===== src/rtl/scalar_poplz_issue_ctl_pkg.sv =====
// Shared opcodes, latency defaults and slot entry type for the scalar
// population / leading-zero count issue controller.
package scalar_poplz_issue_ctl_pkg;
    localparam logic [6:0] OP_POP = 7'o026;
    localparam logic [6:0] OP_LZ  = 7'o027;

    localparam int POP_LAT_DEF = 3;
    localparam int LZ_LAT_DEF  = 2;
    localparam int A_AW_DEF    = 3;

    typedef struct packed {
        logic                valid;
        logic [A_AW_DEF-1:0] dest;
    } slot_t;
endpackage


===== src/rtl/scalar_poplz_issue_ctl_if.sv =====
// Issue-stage handshake into the pop/lz controller.
interface scalar_poplz_issue_ctl_if #(
    parameter int A_AW = 3
);
    logic            i_issue_valid;
    logic [6:0]      i_instr;
    logic [A_AW-1:0] i_dest;
    logic [63:0]     i_sj;
    logic            o_issue_ready;

    modport master (output i_issue_valid, i_instr, i_dest, i_sj, input o_issue_ready);
    modport slave  (input i_issue_valid, i_instr, i_dest, i_sj, output o_issue_ready);
endinterface


===== src/rtl/scalar_poplz_issue_ctl_slot_shift.sv =====
// Latency slot register: entries shift toward slot 1 each cycle; a one-hot
// select inserts a new entry at its latency depth after the shift.
module poplz_slot_shift
    import scalar_poplz_issue_ctl_pkg::*;
#(
    parameter int DEPTH = POP_LAT_DEF
) (
    input  logic                clk,
    input  logic                rst_n,
    input  logic [DEPTH:1]      ins_sel,
    input  logic [A_AW_DEF-1:0] ins_dest,
    output slot_t [DEPTH:1]     slots
);
    slot_t [DEPTH:1] nxt;

    always_comb begin
        nxt = '0;
        for (int i = 1; i < DEPTH; i++) nxt[i] = slots[i+1];
        for (int i = 1; i <= DEPTH; i++)
            if (ins_sel[i]) nxt[i] = {1'b1, ins_dest};
    end

    always_ff @(posedge clk or negedge rst_n) begin
        if (!rst_n) slots <= '0;
        else        slots <= nxt;
    end
endmodule


===== src/rtl/scalar_poplz_issue_ctl.sv =====
// Issue and A-register write-back control for the scalar pop/lz count unit
// (026/027): hazard checks, latency slot tracking and Ai reservations.
module scalar_poplz_issue_ctl
    import scalar_poplz_issue_ctl_pkg::*;
#(
    parameter int POP_LAT = POP_LAT_DEF,
    parameter int LZ_LAT  = LZ_LAT_DEF,
    parameter int A_AW    = A_AW_DEF
) (
    input  logic                 clk,
    input  logic                 rst_n,
    scalar_poplz_issue_ctl_if.slave iss,
    output logic [63:0]          o_fu_sj,
    output logic [6:0]           o_fu_instr,
    input  logic [23:0]          i_fu_result,
    output logic                 o_a_we,
    output logic [A_AW-1:0]      o_a_addr,
    output logic [23:0]          o_a_data,
    output logic [2**A_AW-1:0]   o_a_resv,
    output logic                 o_illegal,
    output logic                 o_busy
);
    slot_t [POP_LAT:1]  slots;
    logic [POP_LAT:1]   ins_sel;
    logic [2**A_AW-1:0] resv_set, resv_clr;
    logic is_pop, is_lz, legal, lz_coll, last_pop, fire;

    assign is_pop = (iss.i_instr == OP_POP);
    assign is_lz  = (iss.i_instr == OP_LZ);
    assign legal  = is_pop | is_lz;

    // A pop sits one slot above the lz insert point in the cycle after it
    // fires, so an lz then would share its write-back cycle.
    generate
        if (LZ_LAT < POP_LAT) begin : g_lz_coll
            assign lz_coll = slots[LZ_LAT+1].valid;
        end else begin : g_no_coll
            assign lz_coll = 1'b0;
        end
    endgenerate

    // Illegal opcodes see the pop hazard rules: no slot collision possible.
    assign iss.o_issue_ready = !(is_lz & lz_coll) && !(is_lz & last_pop) &&
                               !o_a_resv[iss.i_dest];
    assign fire = iss.i_issue_valid & iss.o_issue_ready;

    assign o_fu_sj    = iss.i_sj;
    assign o_fu_instr = (fire & legal) ? iss.i_instr : 7'd0;

    always_comb begin
        ins_sel = '0;
        if (fire & is_pop) ins_sel[POP_LAT] = 1'b1;
        if (fire & is_lz)  ins_sel[LZ_LAT]  = 1'b1;
    end

    poplz_slot_shift #(.DEPTH(POP_LAT)) u_slots (
        .clk      (clk),
        .rst_n    (rst_n),
        .ins_sel  (ins_sel),
        .ins_dest (iss.i_dest),
        .slots    (slots)
    );

    // Slot 1 holds the op whose result is on i_fu_result this cycle.
    assign o_a_we   = slots[1].valid;
    assign o_a_addr = slots[1].dest;
    assign o_a_data = o_a_we ? i_fu_result : 24'd0;

    always_comb begin
        o_busy = 1'b0;
        for (int i = 1; i <= POP_LAT; i++) o_busy = o_busy | slots[i].valid;
    end

    always_comb begin
        resv_set = '0;
        resv_clr = '0;
        if (fire & legal) resv_set[iss.i_dest] = 1'b1;
        if (o_a_we)       resv_clr[o_a_addr]   = 1'b1;
    end

    always_ff @(posedge clk or negedge rst_n) begin
        if (!rst_n) begin
            o_a_resv  <= '0;
            last_pop  <= 1'b0;
            o_illegal <= 1'b0;
        end else begin
            o_a_resv  <= (o_a_resv & ~resv_clr) | resv_set;
            last_pop  <= fire & is_pop;
            o_illegal <= fire & ~legal;
        end
    end
endmodule

===== src/flat_wrapper.sv =====
// flat-port wrapper written by rule: the top's interface ports become plain ports
module scalar_poplz_issue_ctl_flat import scalar_poplz_issue_ctl_pkg::*;
#(
    parameter int POP_LAT = POP_LAT_DEF,
    parameter int LZ_LAT  = LZ_LAT_DEF,
    parameter int A_AW    = A_AW_DEF
)
  (clk, rst_n, o_fu_sj, o_fu_instr, i_fu_result, o_a_we, o_a_addr, o_a_data, o_a_resv, o_illegal, o_busy, iss_i_issue_valid, iss_i_instr, iss_i_dest, iss_i_sj, iss_o_issue_ready);
  scalar_poplz_issue_ctl_if #(.A_AW(A_AW)) iss_i ();
  input  logic clk;
  input  logic rst_n;
  output logic [63:0] o_fu_sj;
  output logic [6:0] o_fu_instr;
  input  logic [23:0] i_fu_result;
  output logic o_a_we;
  output logic [A_AW-1:0] o_a_addr;
  output logic [23:0] o_a_data;
  output logic [2**A_AW-1:0] o_a_resv;
  output logic o_illegal;
  output logic o_busy;
  input wire logic [$bits(iss_i.i_issue_valid)-1:0] iss_i_issue_valid;
  input wire logic [$bits(iss_i.i_instr)-1:0] iss_i_instr;
  input wire logic [$bits(iss_i.i_dest)-1:0] iss_i_dest;
  input wire logic [$bits(iss_i.i_sj)-1:0] iss_i_sj;
  output wire logic [$bits(iss_i.o_issue_ready)-1:0] iss_o_issue_ready;
  assign iss_i.i_issue_valid = iss_i_issue_valid;
  assign iss_i.i_instr = iss_i_instr;
  assign iss_i.i_dest = iss_i_dest;
  assign iss_i.i_sj = iss_i_sj;
  assign iss_o_issue_ready = iss_i.o_issue_ready;
  scalar_poplz_issue_ctl #(.POP_LAT(POP_LAT), .LZ_LAT(LZ_LAT), .A_AW(A_AW)) u_core (.clk(clk), .rst_n(rst_n), .iss(iss_i), .o_fu_sj(o_fu_sj), .o_fu_instr(o_fu_instr), .i_fu_result(i_fu_result), .o_a_we(o_a_we), .o_a_addr(o_a_addr), .o_a_data(o_a_data), .o_a_resv(o_a_resv), .o_illegal(o_illegal), .o_busy(o_busy));
endmodule

===== config.mk =====
export PLATFORM = sky130hd
export DESIGN_NAME = scalar_poplz_issue_ctl_flat
export DESIGN_NICKNAME = d
export VERILOG_FILES = /design/src/rtl/scalar_poplz_issue_ctl_pkg.sv /design/src/rtl/scalar_poplz_issue_ctl_if.sv /design/src/rtl/scalar_poplz_issue_ctl_slot_shift.sv /design/src/rtl/scalar_poplz_issue_ctl.sv /design/src/flat_wrapper.sv
export SDC_FILE = /design/constraint.sdc
export NUM_CORES = 1
export LEC_CHECK = 0
export CORE_ASPECT_RATIO = 1.75
export CORE_UTILIZATION = 23
export DETAILED_ROUTE_END_ITERATION = 12
export HOLD_SLACK_MARGIN = 0.02
export PLACE_DENSITY = 0.73
export SLEW_MARGIN = 10
export SYNTH_ARGS = -nofsm -noshare
export SYNTH_HDL_FRONTEND = slang
export SYNTH_SLANG_ARGS = --single-unit
export TNS_END_PERCENT = 100

===== constraint.sdc =====
create_clock -name clk -period 2.6 [get_ports clk]
set_clock_uncertainty 0.15 [all_clocks]
set_input_delay 0.39 -clock clk [delete_from_list [all_inputs] [get_ports clk]]
set_output_delay 0.39 -clock clk [all_outputs]
set_load 0.02 [all_outputs]

==> results.sh <==
export IMPL_final_setup_viol_count=0
export IMPL_area_growth_pct=35.46
export IMPL_power_density_nw_per_um2=352.1
export IMPL_synth_simple_area_share_pct=18.07
export IMPL_p_leak_uw=0.0009410
export IMPL_grt_pass1_wl_um=6630
export IMPL_cts_buffer_depth=2
export IMPL_r2r_slack_ns=0.77
export IMPL_ant_nets=0
export IMPL_via_per_inst=4.292
export IMPL_final_cells=298
export IMPL_drive_gt1_share_pct=17.29
export IMPL_synth_edff_count=0
export IMPL_synthTopCellsByArea="buf_4 31%, dfrtp_1 31%, and2_1 9.0%"
export IMPL_synth_main_ff_cell="dfrtp_1"
export IMPL_cts_hold_buf=0
export IMPL_ios=211
export IMPL_p_total_uw=796.1
export IMPL_portBuffers=79
export IMPL_cts_tree="built"
export IMPL_drv_cap=0
export IMPL_firstDrtPassIters=4
export IMPL_crit_type="in2out"
export IMPL_synth_top_cell_area_share_pct=31.48
export IMPL_worstPathMaxFanout=4
export IMPL_min_delay_start="u_core.u_slots.slots[4]$_DFF_PN0_"
export IMPL_slowest_delay_ns=0.54
export IMPL_worst_pin_slew_ns=0.6155
export IMPL_yosys_warnings=0
export IMPL_timing_final_hold_violations=0
export IMPL_fmax_ghz=0.4056
export IMPL_peakVddDrop_mv=0.2251
export IMPL_syn_inst=182
export IMPL_synth_top_family_by_area="buffers and inverters"
export IMPL_ys_ff_latch=21
export IMPL_r2r_start="u_core.o_a_resv[7]$_DFF_PN0_"
export IMPL_grt_pass1_vias=1286
export IMPL_core_area_um2=6957
export IMPL_pre_cts_ws_ns=-0.3428
export IMPL_end_kind="primary output"
export IMPL_cts_sinks=21
export IMPL_hp_class="reg2reg"
export IMPL_finalCritPeriodShare_pct=94.82
export IMPL_synth_most_common_cell="buf_4"
export IMPL_grt_use_total_pct=11.55
export IMPL_dieArea_um2=7615
export IMPL_drv_slew=0
export IMPL_crit_arrival_ns=1.93
export IMPL_worstHoldPathCells=0
export IMPL_synth_compound_area_share_pct=12.67
export IMPL_fin_nets=316
export IMPL_async_reset_ff_share_pct=100.0
export IMPL_synth_xor_area_share_pct=0
export IMPL_min_to="u_core.u_slots.slots[0]$_DFF_PN0_"
export IMPL_antennaDiodeCount=0
export IMPL_synth_top_area_cell="buf_4"
export IMPL_startpoint_type="input pin"
export IMPL_r2r_end="u_core.u_slots.slots[4]$_DFF_PN0_"
export IMPL_clk_pin_slew_worst_paths_ns=0.05
export IMPL_status="finished clean"
export IMPL_ctsResizeCount=9
export IMPL_grt_setup_unrepaired="no"
export IMPL_grt_max_degree=28
export IMPL_cts_made_buffers=3
export IMPL_antenna_found_initial=0
export IMPL_period_minus_slack_ns=2.465
export IMPL_drc=0
export IMPL_clockRootBuffer="clkbuf_16"
export IMPL_synth_seq_area_share_pct=31.48
export IMPL_required_ns=2.06
export IMPL_htreeDepth=1
export IMPL_die_h_um=114.7
export IMPL_drt_iter0_drc=76
export IMPL_synth_adder_area_share_pct=0
export IMPL_gp_congestion=0.8507
export IMPL_cp_slowest_cell="clkdlybuf4s50_1"
export IMPL_initial_core_util_pct=23.99
export IMPL_synth_common_cells="70 x buf_4, 24 x and2_1, 21 x dfrtp_1"
export IMPL_dp_cells=294
export IMPL_routedWlPerCell_um=14.64
export IMPL_slew_headroom_pct=58.97
export IMPL_cts_setup_buffers=0
export IMPL_die_x_um=66.40
export IMPL_globalRouteOverflowTotal=0
export IMPL_vias=1279
export IMPL_rows=40
export IMPL_hpwl_um=3547
export IMPL_wirelength_um=4363
export IMPL_path_cells="clkdlybuf4s50_1 -> buf_4 -> nand2b_1 -> o22a_1 -> o21ai_1 -> a31oi_1 -> buf_2"
export IMPL_avgSynthCellArea_um2=9.171
export IMPL_setup_slack_ns=0.1347
export IMPL_netlist_area_um2=1669
export IMPL_yosysUniqueCellTypes=33
export IMPL_insertion_delay_ns=0.25
export IMPL_yosys_mux_area_fraction_pct=3.223
export IMPL_r2r_cells=4
-- registers in the layout (all words and copies together), names as in the netlist --
register	cells
u_core.o_illegal	1
u_core.u_slots.slots	11
u_core.o_a_resv	8
u_core.last_pop	1
-- layout by cell type, fill, tap and decap left out, drive strengths merged --
cell type and instances:
nand2b 5, and2 25, nor3b 1, o22a 1
nor3 2, or3 1, clkbuf 8, nor2 3
o31ai 6, a221oi 2, dlygate4sd2 1, nand4 1
o21ai 7, nand4bb 1, inv 7, buf 23
o41ai 4, nor4b 1, nor2b 1, o21bai 1
nand2 5, a31oi 1, dfrtp 21, mux2 3
conb 3, o2111ai 2, clkdlybuf4s50 73, nor4 3
mux2i 2
-- layer usage --
| metal | global-route usage, % | up-vias | part of all wire (%) |
|---|---|---|---|
| li1 | - | 596 | - |
| met1 | 12.59 | 595 | 36 |
| met2 | 18.23 | 46 | 49 |
| met3 | 1.992 | 42 | 7.1 |
| met4 | 11.06 | 0 | 7.9 |
| met5 | 0 | - | 0 |
-- how the worst max path moves through the flow --
stage,from,to
6_report,iss_i_dest[2],iss_o_issue_ready
4_1_cts,iss_i_dest[1],o_fu_instr[4]
2_1_floorplan,iss_i_dest[0],iss_o_issue_ready
3_3_place_gp,iss_i_dest[0],iss_o_issue_ready
5_1_grt,u_core.u_slots.slots[3]$_DFF_PN0_,o_busy
3_5_place_dp,iss_i_dest[0],iss_o_issue_ready
-- report_power, final --
group	total [µW]	switching [µW]	internal [µW]
logic	141	56.1	85.3
clock network	321	113	209
registers	333	3.38	330
-- kinds of logic after synthesis --
group / count (synthesis)
buffers and inverters: 82
other: 1
and+or+nand+nor: 49
AOI/OAI and AO/OA: 24
DFF: 21
muxes: 5
-- metrics by stage --
step                      util [%]  hold slack, ns  instance area, µm²  setup TNS, ns
after global routing         32.50          0.2084                2261              0
after global placement       31.49          0.1830                2191         -1.431
final                        32.50          0.1980                2261              0
after floorplan                  -        -0.05559                1677              0
after detailed placement     31.49          0.1872                2191         -1.578
after CTS                    32.55          0.1995                2265              0
-- layout make-up --
| type | instances | area (µm²) |
|---|---|---|
| Fill cell | 713 | 4696 |
| Clock buffer | 4 | 78.83 |
| Inverter | 7 | 26.28 |
| Multi-Input combinational cell | 81 | 595.6 |
| Sequential cell | 21 | 525.5 |
| Tap cell | 84 | 105.1 |
| Timing Repair Buffer | 101 | 929.6 |
-- critical path: cells and delay by family --
family | cells | cell delay, ns
AOI/OAI and AO/OA | 3 | 0.49
buffers and inverters | 3 | 0.89
and+or+nand+nor | 1 | 0.14
(Power assumes the default switching activity.)
